===== config.mk =====
export PLATFORM = sky130hd
export DESIGN_NAME = dir_input_debouncer_flat
export DESIGN_NICKNAME = d
export VERILOG_FILES = /design/src/rtl/dir_input_debouncer_if.sv /design/src/rtl/dir_input_debouncer.sv /design/src/flat_wrapper.sv
export SDC_FILE = /design/constraint.sdc
export NUM_CORES = 1
export LEC_CHECK = 0
export CORE_MARGIN = 4
export CORE_UTILIZATION = 35
export CTS_BUF_LIST = sky130_fd_sc_hd__clkbuf_4 sky130_fd_sc_hd__clkbuf_8
export CTS_CLUSTER_DIAMETER = 30
export DETAILED_ROUTE_END_ITERATION = 8
export HOLD_SLACK_MARGIN = 0.02
export PLACE_DENSITY = 0.52
export SKIP_CTS_REPAIR_TIMING = 1
export SYNTH_ARGS = -nofsm -noshare
export SYNTH_HDL_FRONTEND = slang
export SYNTH_SLANG_ARGS = --single-unit

===== constraint.sdc =====
create_clock -name clk -period 4.2 [get_ports clk]
set_clock_uncertainty 0.1 [all_clocks]
set_input_delay 0.84 -clock clk [delete_from_list [all_inputs] [get_ports clk]]
set_output_delay 0.84 -clock clk [all_outputs]
set_load 0.05 [all_outputs]

===== src/rtl/dir_input_debouncer_if.sv =====
// Button/command bundle between the raw push-button pins and the game controller.
// The master side drives the buttons and reads the command; the slave side is the conditioner.
interface dir_input_debouncer_if;
   logic [3:0] btn;
   logic [2:0] dir;
   logic [3:0] pressed;

   modport master (
      output btn,
      input  dir,
      input  pressed
   );

   modport slave (
      input  btn,
      output dir,
      output pressed
   );
endinterface


===== src/rtl/dir_input_debouncer.sv =====
// Turns four raw direction buttons into single-cycle direction codes for the game controller,
// with per-button synchronise/debounce/edge-detect and a hold-off window after every command.
module dir_input_debouncer #(
   parameter logic [15:0] DEBOUNCE_CYCLES = 16'd50000,
   parameter int          DB_W            = 16,
   parameter logic [7:0]  HOLDOFF_CYCLES  = 8'd64,
   parameter int          HO_W            = 8
) (
   input  logic                  clk,
   input  logic                  rst,
   dir_input_debouncer_if.slave  bus
);

   localparam logic [1:0] ST_IDLE    = 2'd0;
   localparam logic [1:0] ST_EMIT    = 2'd1;
   localparam logic [1:0] ST_HOLDOFF = 2'd2;

   localparam logic [2:0]      DIR_IDLE = 3'b100;
   localparam logic [DB_W-1:0] DB_LAST  = DB_W'(DEBOUNCE_CYCLES - 16'd1);
   localparam logic [HO_W-1:0] HO_LAST  = HO_W'(HOLDOFF_CYCLES - 8'd1);

   logic [3:0]      sync_a;
   logic [3:0]      sync_b;
   logic [DB_W-1:0] db_cnt [4];
   logic [3:0]      pressed_q;
   logic [3:0]      pressed_d;
   logic [3:0]      rise;
   logic [3:0]      rise_q;
   logic [1:0]      state;
   logic [HO_W-1:0] ho_cnt;
   logic [2:0]      dir_q;
   logic [1:0]      winner;

   // Lowest index wins when several buttons rise together: up > down > left > right.
   function automatic logic [1:0] pick_winner(input logic [3:0] r);
      logic [1:0] idx;
      idx = 2'd3;
      for (int i = 3; i >= 0; i--) begin
         if (r[i]) idx = 2'(i);
      end
      return idx;
   endfunction

   // Plain two-flop synchroniser, nothing between the stages.
   // NOTE: sequential state uses non-blocking assignments so every flop samples pre-edge values.
   always_ff @(posedge clk or posedge rst) begin
      if (rst) begin
         sync_a <= '0;
         sync_b <= '0;
      end else begin
         sync_a <= bus.btn;
         sync_b <= sync_a;
      end
   end

   // NOTE: the four debounce counters are individual flops, not a RAM, so they are reset like any register.
   always_ff @(posedge clk or posedge rst) begin
      if (rst) begin
         for (int i = 0; i < 4; i++) db_cnt[i] <= '0;
         pressed_q <= '0;
      end else begin
         for (int i = 0; i < 4; i++) begin
            if (sync_b[i] == pressed_q[i]) begin
               db_cnt[i] <= '0;
            end else if (db_cnt[i] == DB_LAST) begin
               pressed_q[i] <= sync_b[i];
               db_cnt[i]    <= '0;
            end else begin
               db_cnt[i] <= db_cnt[i] + 1'b1;
            end
         end
      end
   end

   // Rising edges of the debounced levels only; releases never produce a command.
   // NOTE: combinational blocks assign every output first so no latch can be inferred.
   always_comb begin
      rise   = '0;
      winner = pick_winner(rise_q);
      rise   = pressed_q & ~pressed_d;
   end

   always_ff @(posedge clk or posedge rst) begin
      if (rst) begin
         pressed_d <= '0;
         rise_q    <= '0;
      end else begin
         pressed_d <= pressed_q;
         rise_q    <= rise;
      end
   end

   // Command FSM: one registered code per accepted press, then a hold-off that discards rises.
   always_ff @(posedge clk or posedge rst) begin
      if (rst) begin
         state  <= ST_IDLE;
         dir_q  <= DIR_IDLE;
         ho_cnt <= '0;
      end else begin
         case (state)
            ST_IDLE: begin
               dir_q <= DIR_IDLE;
               if (|rise_q) begin
                  state <= ST_EMIT;
                  dir_q <= {1'b0, winner};
               end
            end
            ST_EMIT: begin
               state  <= ST_HOLDOFF;
               dir_q  <= DIR_IDLE;
               ho_cnt <= '0;
            end
            ST_HOLDOFF: begin
               dir_q <= DIR_IDLE;
               if (ho_cnt == HO_LAST) begin
                  state <= ST_IDLE;
               end else begin
                  ho_cnt <= ho_cnt + 1'b1;
               end
            end
            default: begin
               state <= ST_IDLE;
               dir_q <= DIR_IDLE;
            end
         endcase
      end
   end

   assign bus.dir     = dir_q;
   assign bus.pressed = pressed_q;

endmodule


===== src/flat_wrapper.sv =====
// flat-port wrapper written by rule: the top's interface ports become plain ports
module dir_input_debouncer_flat 
#(
   parameter logic [15:0] DEBOUNCE_CYCLES = 16'd50000,
   parameter int          DB_W            = 16,
   parameter logic [7:0]  HOLDOFF_CYCLES  = 8'd64,
   parameter int          HO_W            = 8
)
  (clk, rst, bus_btn, bus_dir, bus_pressed);
  dir_input_debouncer_if bus_i ();
  input  logic clk;
  input  logic rst;
  input wire logic [$bits(bus_i.btn)-1:0] bus_btn;
  output wire logic [$bits(bus_i.dir)-1:0] bus_dir;
  output wire logic [$bits(bus_i.pressed)-1:0] bus_pressed;
  assign bus_i.btn = bus_btn;
  assign bus_dir = bus_i.dir;
  assign bus_pressed = bus_i.pressed;
  dir_input_debouncer #(.DEBOUNCE_CYCLES(DEBOUNCE_CYCLES), .DB_W(DB_W), .HOLDOFF_CYCLES(HOLDOFF_CYCLES), .HO_W(HO_W)) u_core (.clk(clk), .rst(rst), .bus(bus_i));
endmodule

==> impl_metrics.env <==
export IMPL_critPathMaxStageDelay_ns=0.79
export IMPL_grt_max_degree=52
export IMPL_dieArea_um2=14200
export IMPL_fmaxAchievable_ghz=0.385
export IMPL_path_class="reg2out"
export IMPL_synth_seq_cells=97
export IMPL_relSlewSlack=0.276
export IMPL_drtIter0Drc=133
export IMPL_drv_cap=0
export IMPL_status="completed"
export IMPL_syn_to_final_growth_pct=12.6
export IMPL_layoutNonFillerInstCount=601
export IMPL_setup_viol=0
export IMPL_cts_buffers=9
export IMPL_arrival_ns=1.66
export IMPL_crit_path_top_delay_cell="clkdlybuf4s50_1"
export IMPL_drt_wirelength_per_cell_um=12.5
export IMPL_wirelength_um=7540
export IMPL_coreArea_um2=12100
export IMPL_ys_warnings_count=0
export IMPL_num_vias=2929
export IMPL_yosysTopAreaCell="dfrtp_1"
export IMPL_cp_end_kind="primary output"
export IMPL_antenna_found_initial=0
export IMPL_grt_pass1_vias=2792
export IMPL_dpl_hpwl_um=5040
export IMPL_drc=0
export IMPL_tns_ns=0
export IMPL_synthDistinctLibCells=38
export IMPL_grt_pass1_wl_um=13300
export IMPL_layout_nets=441
export IMPL_regToRegSetupSlack_ns=1.89
export IMPL_async_reset_ff_frac=1.00
export IMPL_synth_cells=410
export IMPL_rows=40
export IMPL_synth_area_um2=4330
export IMPL_drtPass1Iterations=4
export IMPL_cts_tree="built"
export IMPL_ys_flop_type="dfrtp_1"
export IMPL_ys_seq_area_frac=0.561
export IMPL_grt_overflow=0
export IMPL_synth_most_common_cell="dfrtp_1"
export IMPL_fin_crit_sh=0.619
export IMPL_antenna_diode_count=0
export IMPL_clk_latency_ns=0.36
export IMPL_use_met2=0.164
export IMPL_avgSynthCellArea_um2=10.6
export IMPL_timing_hold_violations_final=0
export IMPL_powerDensity_nw_per_um2=339
export IMPL_cp_num_buf_inv=1
export IMPL_die_width_um=119
export IMPL_initial_core_util=0.359
export IMPL_io_pins=13
export IMPL_cts_buffer_depth=2
export IMPL_crit_chain="clkdlybuf4s50_1"
export IMPL_place_gp_congestion=0.778
export IMPL_yosysTopAreaCellShare=0.555
export IMPL_grt_busiest_layer="met1"
export IMPL_ir_drop_mv=0.222
export IMPL_worst_slew_pin_slew_ns=1.07
export IMPL_antenna_left=0
export IMPL_grt_util_met3=0.0328
export IMPL_cpLargestDelayFamily="buffers and inverters"
export IMPL_placedCellCount=587
export IMPL_vias_per_cell=4.87
export IMPL_hold_class="reg2reg"
export IMPL_p_leak_nw=1.96
export IMPL_track_usage=0.115
export IMPL_cts_clk_slew_worst_paths_ns=0.09
export IMPL_path_max_fanout=1
export IMPL_synth_nets=421
export IMPL_numPortBuffers=12
export IMPL_cp_required_ns=3.26
export IMPL_ys_top_cells_by_area="dfrtp_1, xnor2_1, nor2_1"
export IMPL_root_buffer="clkbuf_8"
export IMPL_period_minus_slack_ns=2.60
export IMPL_drive_gt1_frac=0.0624
export IMPL_synth_edf_count=0
export IMPL_synth_commonest_cells="dfrtp_1, nor2_1, xnor2_1"
export IMPL_cts_sinks=97
export IMPL_grt_util_met1=0.164
export IMPL_rsz0062_at_grt="false"
export IMPL_cts_max_level=3
export IMPL_setup_worst_path_start_class="register"
export IMPL_fp_dieH_um=119
export IMPL_drv_slew=0
[kinds of logic after synthesis]
| group | synth area share |
|---|---|
| AND/OR/NAND/NOR | 0.234 |
| flip-flops | 0.561 |
| XOR/XNOR | 0.119 |
| buffers and inverters | 0.0200 |
| AO/OA/AOI/OAI | 0.0402 |
| adder cells (fa/ha/maj) | 0.0145 |
| multiplexers | 0.0104 |
[routing by layer]
metal / vias up / wire [um]
li1: 1457 / -
met1: 1426 / 3860
met2: 37 / 3270
met3: 9 / 251
met4: 0 / 154
met5: - / 0
[through the flow]
step	setup slack (ns)	hold slack (ns)	total power, mW	util	instance area (um^2)
after global placement	1.97	0.235	1.03	0.387	4660
after global routing	1.53	0.273	1.73	0.404	4870
after detailed placement	1.87	0.242	1.03	0.387	4660
after floorplan	0.728	0.231	1.01	-	4330
after CTS	1.57	0.264	1.69	0.404	4870
final	1.60	0.259	1.65	0.404	4870
[sequential cells by signal, summed over array words and instances (netlist names)]
register / cells
u_core.sync_b: 4
u_core.ho_cnt: 8
u_core.bus.dir: 3
u_core.sync_a: 4
u_core.rise_q: 4
u_core.db_cnt: 64
u_core.pressed_d: 4
u_core.state: 2
u_core.bus.pressed: 4
[layout by cell type, fill, tap and decap left out, drive strengths merged, types with 2 or more instances in the layout]
cell type,n
o31ai,3
or3,3
nor4bb,3
clkbuf,9
nand3,27
nor4b,3
nand2b,2
o21ai,5
nand2,18
buf,2
and3,5
xnor2,49
nand4,17
nor4,18
a31oi,2
inv,18
bufinv,2
dfrtp,96
o41ai,3
o211ai,4
clkdlybuf4s50,12
nor2b,7
xor2,10
nor3,19
mux2,4
nor2,75
ha,5
[worst paths after layout]
kind | startpoint | end | depth (start not counted)
max in group asynchronous | rst | u_core.sync_b[0] | 3
max reg2reg | u_core.ho_cnt[0] | u_core.ho_cnt[7] | 5
min | u_core.sync_a[1] | u_core.sync_b[1] | 0
min in group asynchronous | rst | u_core.sync_b[3] | 2
min reg2reg | u_core.sync_a[1] | u_core.sync_b[1] | 0
max | u_core.bus.dir[2] | bus_dir[2] | 1
[report_power, final]
part	total (mW)	switching [mW]	leakage, nW	internal (mW)
Clock	0.641	0.311	0.102	0.330
Sequential	0.957	0.0109	1.32	0.946
Combinational	0.0527	0.0353	0.535	0.0174
Total	1.65	0.357	1.96	1.29
[final cells by class]
| class | instances | area, um^2 |
|---|---|---|
| Inverter | 17 | 66.3 |
| Tap cell | 168 | 210 |
| Clock inverter | 5 | 81.3 |
| Multi-Input combinational cell | 291 | 1810 |
| Clock buffer | 9 | 124 |
| Fill cell | 1171 | 7190 |
| Sequential cell | 97 | 2430 |
| Timing Repair Buffer | 14 | 148 |
(Power assumes the default switching activity.)
